<file path="config.mk">
export PLATFORM = sky130hd
export DESIGN_NAME = seg_scan_ctrl_flat
export DESIGN_NICKNAME = d
export VERILOG_FILES = /design/src/rtl/seg_scan_if.sv /design/src/rtl/seg_scan_ctrl.sv /design/src/flat_wrapper.sv
export SDC_FILE = /design/constraint.sdc
export NUM_CORES = 1
export LEC_CHECK = 0
export CAP_MARGIN = 20
export CORE_ASPECT_RATIO = 1.25
export CORE_MARGIN = 1
export CORE_UTILIZATION = 44
export CTS_CLUSTER_SIZE = 16
export DETAILED_ROUTE_END_ITERATION = 12
export GPL_ROUTABILITY_DRIVEN = 0
export PLACE_DENSITY_LB_ADDON = 0.15
export SLEW_MARGIN = 15
export SYNTH_ARGS = -nofsm -noshare
export SYNTH_HDL_FRONTEND = slang
export SYNTH_SLANG_ARGS = --single-unit
</file>
<file path="constraint.sdc">
create_clock -name clk -period 3.1 [get_ports clk]
set_clock_uncertainty 0.15 [all_clocks]
set_input_delay 0.775 -clock clk [delete_from_list [all_inputs] [get_ports clk]]
set_output_delay 0.775 -clock clk [all_outputs]
set_load 0.1 [all_outputs]
</file>
<file path="src/rtl/seg_scan_if.sv">
// -----------------------------------------------------------------------------
// seg_scan_if
// Glyph update port of the 7-segment scan controller.
//
// Handshake: upd_valid is a single-cycle strobe with no ready. The controller
// always accepts; upd_data is captured on every clock edge where upd_valid=1.
// upd_pending reports that a captured update has not yet reached the active
// (displayed) buffer. It clears on the next frame boundary.
//
// Signals
//   upd_valid    master -> slave  1-cycle capture strobe
//   upd_data     master -> slave  DIGITS*8 glyphs, digit i = [8i+7:8i],
//                                 active-low {dp,g,f,e,d,c,b,a}, 8'hFF = blank
//   upd_pending  slave -> master  captured update not yet applied
// -----------------------------------------------------------------------------
interface seg_scan_if #(
  parameter int DIGITS = 8
);
  logic                  upd_valid;
  logic [DIGITS*8-1:0]   upd_data;
  logic                  upd_pending;

  modport master (output upd_valid, output upd_data, input upd_pending);
  modport slave  (input upd_valid, input upd_data, output upd_pending);
endinterface

</file>
<file path="src/rtl/seg_scan_ctrl.sv">
// -----------------------------------------------------------------------------
// seg_scan_ctrl
// Multiplexed 7-segment scan controller with double-buffered glyphs, per-digit
// blink, PWM brightness, an all-anodes-off guard at the start of each digit
// slot and configurable segment/anode polarity.
//
// Ports
//   clk          in   system clock
//   rst_n        in   asynchronous active-low reset
//   upd          slave modport of seg_scan_if (upd_valid, upd_data, upd_pending)
//   blink_mask   in   DIGITS, 1 = digit blinks
//   brightness   in   BRIGHT_W, 0 = dimmest, all-ones = full duty
//   seg_out      out  8, segment drive (registered)
//   seg_an       out  DIGITS, one-hot digit enable (registered)
//   frame_tick   out  1-cycle pulse on the frame-boundary cycle
// -----------------------------------------------------------------------------
module seg_scan_ctrl #(
  parameter int DIGITS         = 8,
  parameter int SCAN_DIV       = 65536,
  parameter int BRIGHT_W       = 3,
  parameter int GUARD          = 4,
  parameter int BLINK_FRAMES   = 64,
  parameter int SEG_ACTIVE_LOW = 0,
  parameter int AN_ACTIVE_LOW  = 1
) (
  input  logic                clk,
  input  logic                rst_n,
  seg_scan_if.slave           upd,
  input  logic [DIGITS-1:0]   blink_mask,
  input  logic [BRIGHT_W-1:0] brightness,
  output logic [7:0]          seg_out,
  output logic [DIGITS-1:0]   seg_an,
  output logic                frame_tick
);

  localparam int CW = $clog2(SCAN_DIV);
  localparam int IW = $clog2(DIGITS);
  localparam int FW = (BLINK_FRAMES > 1) ? $clog2(BLINK_FRAMES) : 1;

  localparam logic [CW-1:0]     CNT_LAST = CW'(SCAN_DIV - 1);
  localparam logic [IW-1:0]     IDX_LAST = IW'(DIGITS - 1);
  localparam logic [FW-1:0]     FRM_LAST = FW'(BLINK_FRAMES - 1);
  localparam logic [7:0]        SEG_OFF  = (SEG_ACTIVE_LOW != 0) ? 8'hFF : 8'h00;
  localparam logic [DIGITS-1:0] AN_OFF   = (AN_ACTIVE_LOW != 0) ? {DIGITS{1'b1}} : {DIGITS{1'b0}};

  logic [CW-1:0]          scan_cnt;
  logic [IW-1:0]          scan_idx;
  logic [FW-1:0]          blink_cnt;
  logic                   blink_phase;
  logic [DIGITS-1:0][7:0] active_q;
  logic [DIGITS-1:0][7:0] pending_q;
  logic                   pending_flag;

  logic                   boundary;
  logic                   guard_ok;
  logic [BRIGHT_W-1:0]    dim_phase;
  logic                   an_en;
  logic [7:0]             glyph;
  logic [DIGITS-1:0]      onehot;
  logic [7:0]             seg_nx;
  logic [DIGITS-1:0]      an_nx;

  // Last cycle of the last digit slot: the frame boundary.
  assign boundary   = (scan_cnt == CNT_LAST) && (scan_idx == IDX_LAST);
  assign frame_tick = boundary;
  assign upd.upd_pending = pending_flag;

  // Top BRIGHT_W bits of the slot counter select the PWM phase.
  assign dim_phase = scan_cnt[CW-1 -: BRIGHT_W];

  // A zero guard would make the comparison trivially true, so it is elided.
  if (GUARD == 0) begin : g_no_guard
    assign guard_ok = 1'b1;
  end else begin : g_guard
    assign guard_ok = (scan_cnt >= CW'(GUARD));
  end

  // Scan position and blink timing.
  always_ff @(posedge clk or negedge rst_n) begin
    if (!rst_n) begin
      scan_cnt    <= '0;
      scan_idx    <= '0;
      blink_cnt   <= '0;
      blink_phase <= 1'b0;
    end else begin
      scan_cnt <= scan_cnt + CW'(1);
      if (scan_cnt == CNT_LAST) begin
        scan_idx <= (scan_idx == IDX_LAST) ? '0 : scan_idx + IW'(1);
      end
      if (boundary) begin
        if (blink_cnt == FRM_LAST) begin
          blink_cnt   <= '0;
          blink_phase <= ~blink_phase;
        end else begin
          blink_cnt <= blink_cnt + FW'(1);
        end
      end
    end
  end

  // Glyph double buffer. The active buffer only changes on the boundary cycle,
  // so a frame is always drawn from one consistent glyph set. A strobe on the
  // boundary itself bypasses the pending buffer.
  always_ff @(posedge clk or negedge rst_n) begin
    if (!rst_n) begin
      active_q     <= '1;
      pending_q    <= '1;
      pending_flag <= 1'b0;
    end else if (boundary) begin
      if (upd.upd_valid) begin
        active_q     <= upd.upd_data;
        pending_flag <= 1'b0;
      end else if (pending_flag) begin
        active_q     <= pending_q;
        pending_flag <= 1'b0;
      end
    end else if (upd.upd_valid) begin
      pending_q    <= upd.upd_data;
      pending_flag <= 1'b1;
    end
  end

  // Next output values from the current scan position.
  always_comb begin
    glyph  = active_q[scan_idx];
    onehot = DIGITS'(1) << scan_idx;
    seg_nx = SEG_OFF;
    an_nx  = AN_OFF;
    // Blinked digits keep their anode so the duty cycle is unchanged.
    if (blink_phase && blink_mask[scan_idx]) begin
      glyph = 8'hFF;
    end
    an_en = guard_ok && (dim_phase <= brightness);
    if (an_en) begin
      seg_nx = (SEG_ACTIVE_LOW != 0) ? glyph : ~glyph;
      an_nx  = (AN_ACTIVE_LOW != 0) ? ~onehot : onehot;
    end
  end

  always_ff @(posedge clk or negedge rst_n) begin
    if (!rst_n) begin
      seg_out <= SEG_OFF;
      seg_an  <= AN_OFF;
    end else begin
      seg_out <= seg_nx;
      seg_an  <= an_nx;
    end
  end

endmodule

</file>
<file path="src/flat_wrapper.sv">
// flat-port wrapper written by rule: the top's interface ports become plain ports
module seg_scan_ctrl_flat 
#(
  parameter int DIGITS         = 8,
  parameter int SCAN_DIV       = 65536,
  parameter int BRIGHT_W       = 3,
  parameter int GUARD          = 4,
  parameter int BLINK_FRAMES   = 64,
  parameter int SEG_ACTIVE_LOW = 0,
  parameter int AN_ACTIVE_LOW  = 1
)
  (clk, rst_n, blink_mask, brightness, seg_out, seg_an, frame_tick, upd_upd_valid, upd_upd_data, upd_upd_pending);
  seg_scan_if #(.DIGITS(DIGITS)) upd_i ();
  input  logic clk;
  input  logic rst_n;
  input  logic [DIGITS-1:0] blink_mask;
  input  logic [BRIGHT_W-1:0] brightness;
  output logic [7:0] seg_out;
  output logic [DIGITS-1:0] seg_an;
  output logic frame_tick;
  input wire logic [$bits(upd_i.upd_valid)-1:0] upd_upd_valid;
  input wire logic [$bits(upd_i.upd_data)-1:0] upd_upd_data;
  output wire logic [$bits(upd_i.upd_pending)-1:0] upd_upd_pending;
  assign upd_i.upd_valid = upd_upd_valid;
  assign upd_i.upd_data = upd_upd_data;
  assign upd_upd_pending = upd_i.upd_pending;
  seg_scan_ctrl #(.DIGITS(DIGITS), .SCAN_DIV(SCAN_DIV), .BRIGHT_W(BRIGHT_W), .GUARD(GUARD), .BLINK_FRAMES(BLINK_FRAMES), .SEG_ACTIVE_LOW(SEG_ACTIVE_LOW), .AN_ACTIVE_LOW(AN_ACTIVE_LOW)) u_core (.clk(clk), .rst_n(rst_n), .upd(upd_i), .blink_mask(blink_mask), .brightness(brightness), .seg_out(seg_out), .seg_an(seg_an), .frame_tick(frame_tick));
endmodule
</file>
==> results of run 1 <==
[power groups by stage]
stage	Sequential [mW]	Clock, mW	Combinational (mW)
final	2.54	2.10	0.569
after floorplan	2.62	0	0.269
after global routing	2.56	2.25	0.625
after detailed placement	2.57	0	0.578
after global placement	2.57	0	0.565
after CTS	2.54	2.16	0.580
[area by class of cell]
type                       count  area, um^2
fill                        1597        8590
sequential                   171        4450
multi-input combinational    405        3370
timing repair buffer         111        1150
clock buffer                  22         464
tap                          232         290
inverter                      74         279
clock inverter                10         116
[per-stage QoR]
stage / total power, mW / instances
floorplan: 2.89 / 693
global placement: 3.13 / 993
detailed placement: 3.15 / 993
CTS: 5.28 / 1025
global route: 5.43 / 1025
finish: 5.21 / 1025
[state kept, by name, summed over array words and instances (netlist names)]
name / flops
u_core.active_q: 64
u_core.seg_out: 8
u_core.scan_idx: 3
u_core.seg_an: 8
u_core.pending_q: 64
u_core.blink_cnt: 6
u_core.scan_cnt: 16
u_core.upd.upd_pending: 1
u_core.blink_phase: 1
[synthesized netlist by cell type (all sizes together)]
library cell / n / area [um^2]
a211oi: 1 / 7.51
a21boi: 1 / 7.51
a21o: 2 / 15.0
a21oi: 2 / 10.0
a311oi: 1 / 8.76
a31oi: 1 / 6.26
a41oi: 2 / 17.5
and2: 2 / 12.5
and3: 5 / 31.3
and4: 1 / 8.76
and4b: 8 / 80.1
buf: 24 / 214
clkbuf: 19 / 71.3
clkinv: 1 / 3.75
dfrtp: 35 / 876
dfstp: 136 / 3570
ha: 12 / 150
inv: 73 / 274
mux2: 64 / 946
mux4: 18 / 405
nand2: 96 / 360
nand3: 15 / 75.1
nand4: 8 / 56.3
nor2: 9 / 50.1
nor3: 1 / 5.00
nor4: 4 / 25.0
o21a: 1 / 7.51
o21ai: 69 / 345
o2bb2ai: 64 / 561
or4: 1 / 7.51
xnor2: 11 / 96.3
xor2: 6 / 52.6
[worst max-delay path by stage]
stage / end / start / slack, ns / cells past startpoint
3_3_place_gp: u_core.seg_out[1] / brightness[1] / 0.41 / 6
4_1_cts: frame_tick / u_core.scan_cnt[1] / 0.001 / 5
6_report: frame_tick / u_core.scan_idx[1] / 0.09 / 6
3_5_place_dp: u_core.seg_out[2] / brightness[1] / 0.34 / 6
2_1_floorplan: frame_tick / u_core.scan_cnt[0] / 0.29 / 5
5_1_grt: frame_tick / u_core.scan_idx[0] / 0.0006 / 6
[routing by layer]
| metal | global-route usage | up-vias | share of wire |
|---|---|---|---|
| met5 | 0 | - | 0 |
| met4 | 0.0627 | 0 | 0.012 |
| met3 | 0.0456 | 13 | 0.040 |
| met2 | 0.339 | 122 | 0.50 |
| met1 | 0.254 | 2773 | 0.45 |
| li1 | - | 2588 | - |
[cells by family after synthesis]
kind of cell	count (synthesis)	synth area share
xor+xnor	17	0.0178
mux	82	0.162
buf+inv	117	0.0673
flops	171	0.532
fa+ha+maj	12	0.0180
compound gates	144	0.118
simple gates	150	0.0852
[repair_timing]
item / CTS / global route
resized for setup: 3 / 3
endpoints found under the hold margin: 0 / 0
pin swaps: 0 / 0
setup buffers: 0 / 0
endpoints found under the setup margin: 1 / 1
==> reports/metrics.sh, run 1 <==
STATUS='complete, but fails checks'
VIOLATIONS_IN_THE_FINAL_REPORTS='DRC'
CRITICAL_PATH_REQUIRED_NS=2.17
ANTENNA_CELLS=0
POST_SYNTH_INST_COUNT=693
NETSWITCHINGFRACTION=0.237
DESIGN.CORE.AREA_UM2=18700
MIN_PATH_TYPE='input port to asynchronous set/reset pin'
TIMING.CRITICAL_PATH.CELLS='ha_1 > ha_1 > nand4_1 > or4_4 > clkinv_2 > buf_12'
HTREE_LEVELS=4
FIRST_PASS_ITERS=10
CP_SLOWEST_CELL='or4_4'
CTS.ROOT.BUFFER_CELL='clkbuf_16'
PIN_COUNT_OF_THE_BIGGEST_NET_ENTERING_GLOBAL_ROUTING=75
FINAL_DESIGN_AREA_NO_FILL_UM2=10100
SEQ_AREA_FRAC_SYNTH=0.532
IRDROPWORSTVDD_mV=0.382
SYNTH.LIB_CELLS_USED.DISTINCT=38
SHARE_OF_FINAL_LAYOUT_STANDARD_CELLS_STRONGER_THAN_DRIVE_STRENGTH_1=0.368
LAYOUT-AREA-OVERHEAD-VS-SYNTH_PCT=21.0
INTERNAL-POWER_mW=3.97
FIRST_ITER_VIOLATIONS=268
CAP_VIOL_MAX_COUNT=0
CRITPATHMAXSTAGEDELAY_NS=0.44
TIMING.REG2REG.WORST_PATH_DEPTH=8
HPWLAFTERDP_UM=12500
DETAIL_ROUTE.VIAS_PER_CELL=5.36
DPL_WORST_SLACK_NS=0.344
CP-START-KIND='register'
GRT_FIRST_PASS_WIRELENGTH_UM=30000
CRITICAL_PATH.REG2REG.ENDPOINT='u_core.active_q[7]'
ANTENNA_FOUND_INITIAL=0
SETUP_VIOL=0
MOST_COMMON_CELL_ON_CRIT_PATH='ha_1'
CRIT_PATH_BUF_INV_COUNT=2
CTS-HOLD-FIX-BUFFERS=0
FIRST_GLOBAL_VIAS=5672
DRT_DRC_VIOLATIONS_LEFT=6
LAYOUT.CORE_UTILIZATION=0.541
SYNTH_AREA_UM2=8360
CLOCK_LATENCY_NS=0.43
GRT_SETUP_UNREPAIRED='no'
CTS.SINKS=171
POWER.SWITCHING_mW=1.23
DIE_OUTLINE_AREA_UM2=19600
POST-ROUTE-MIN-PERIOD_NS=3.01
WORST_SLEW_MARGIN_REL=0.464
TIMING.CRITICAL_PATH.TO_TYPE='output pin'
DIE_W_UM=125
GLOBAL_ROUTE.USAGE.TOTAL=0.200
WHS_NS=0.247
POWER.LEAKAGE_nW=4.18
PIN_SLEW_WITH_THE_LEAST_HEADROOM_TO_ITS_LIMIT_NS=0.797
SYNTH_FP_NETS=783
SETUP.REG_TO_REG.WORST_SLACK_NS=0.57
PLACEMENTROWS=56
FAMILY_WITH_THE_MOST_DELAY_ON_THE_WORST_PATH='simple AND/OR/NAND/NOR gates'
TIMING.FINAL.CRIT_SHARE=0.971
CTS_TREE='done'
FINAL_CELL_MIX='dfstp_2, nand2_1, clkdlybuf4s50_1'
TIMING.FINAL.MAX_SLEW_VIOLATIONS=0
YOSYSWARNINGCOUNT=0
POWER-PER-CELL-AREA_nW_PER_UM2=515
MAX-CLOCK-PATH-BUFFERS=2
FMAXACHIEVABLE_GHz=0.332
DPL_CELL_AREA_UM2=9520
SYNTH.AVG_CELL_AREA_UM2=12.1
R2R-START='u_core.scan_idx[1]'
COUNT_OF_INPUT_AND_OUTPUT_BUFFERS=95
SHARE_COMB_OF_TOTAL_POWER=0.109
DIE_Y_UM=156
LAYOUT_COMMONEST_CELL='dfstp_2'
CRITICAL_PATH_CLASS='register to output pin'
POSTSYNTHREGISTERBITS=171
TIMING.SETUP.TNS_NS=0
CLK_PIN_SLEW_NS=0.06
NUMCTSBUFFERS=17
SEQ_POWER_SHARE=0.488
POWER_FRAC_CLOCK=0.403
WORST-ENDPOINT-ARRIVAL_NS=2.09
CRITPATHMAXFANOUT=8
WL_PER_CELL_UM=17.8
INITIAL_UTILIZATION=0.447
NUMBER_OF_VIAS_IN_THE_ROUTED_LAYOUT=5496
FINALNETCOUNT=870
OVERFLOW=0
DETAIL-ROUTE-ANTENNA-NETS=0
HOLD_VIOL_FINAL=0
FINALWIRELENGTH_UM=18300
FINALWORSTSETUPSLACK_NS=0.0898
PORTS=96
(Power assumes the default switching activity.)
==> run 2, diff against run 1 <==
--- a/config.mk
+++ b/config.mk
@@ -5,7 +5,7 @@
 export SDC_FILE = /design/constraint.sdc
 export NUM_CORES = 1
 export LEC_CHECK = 0
-export CAP_MARGIN = 20
+export CAP_MARGIN = 15
 export CORE_ASPECT_RATIO = 1.25
 export CORE_MARGIN = 1
 export CORE_UTILIZATION = 44
==> results of run 2 <==
No change in the layout: final DEF, timing and power equal those of run 1.
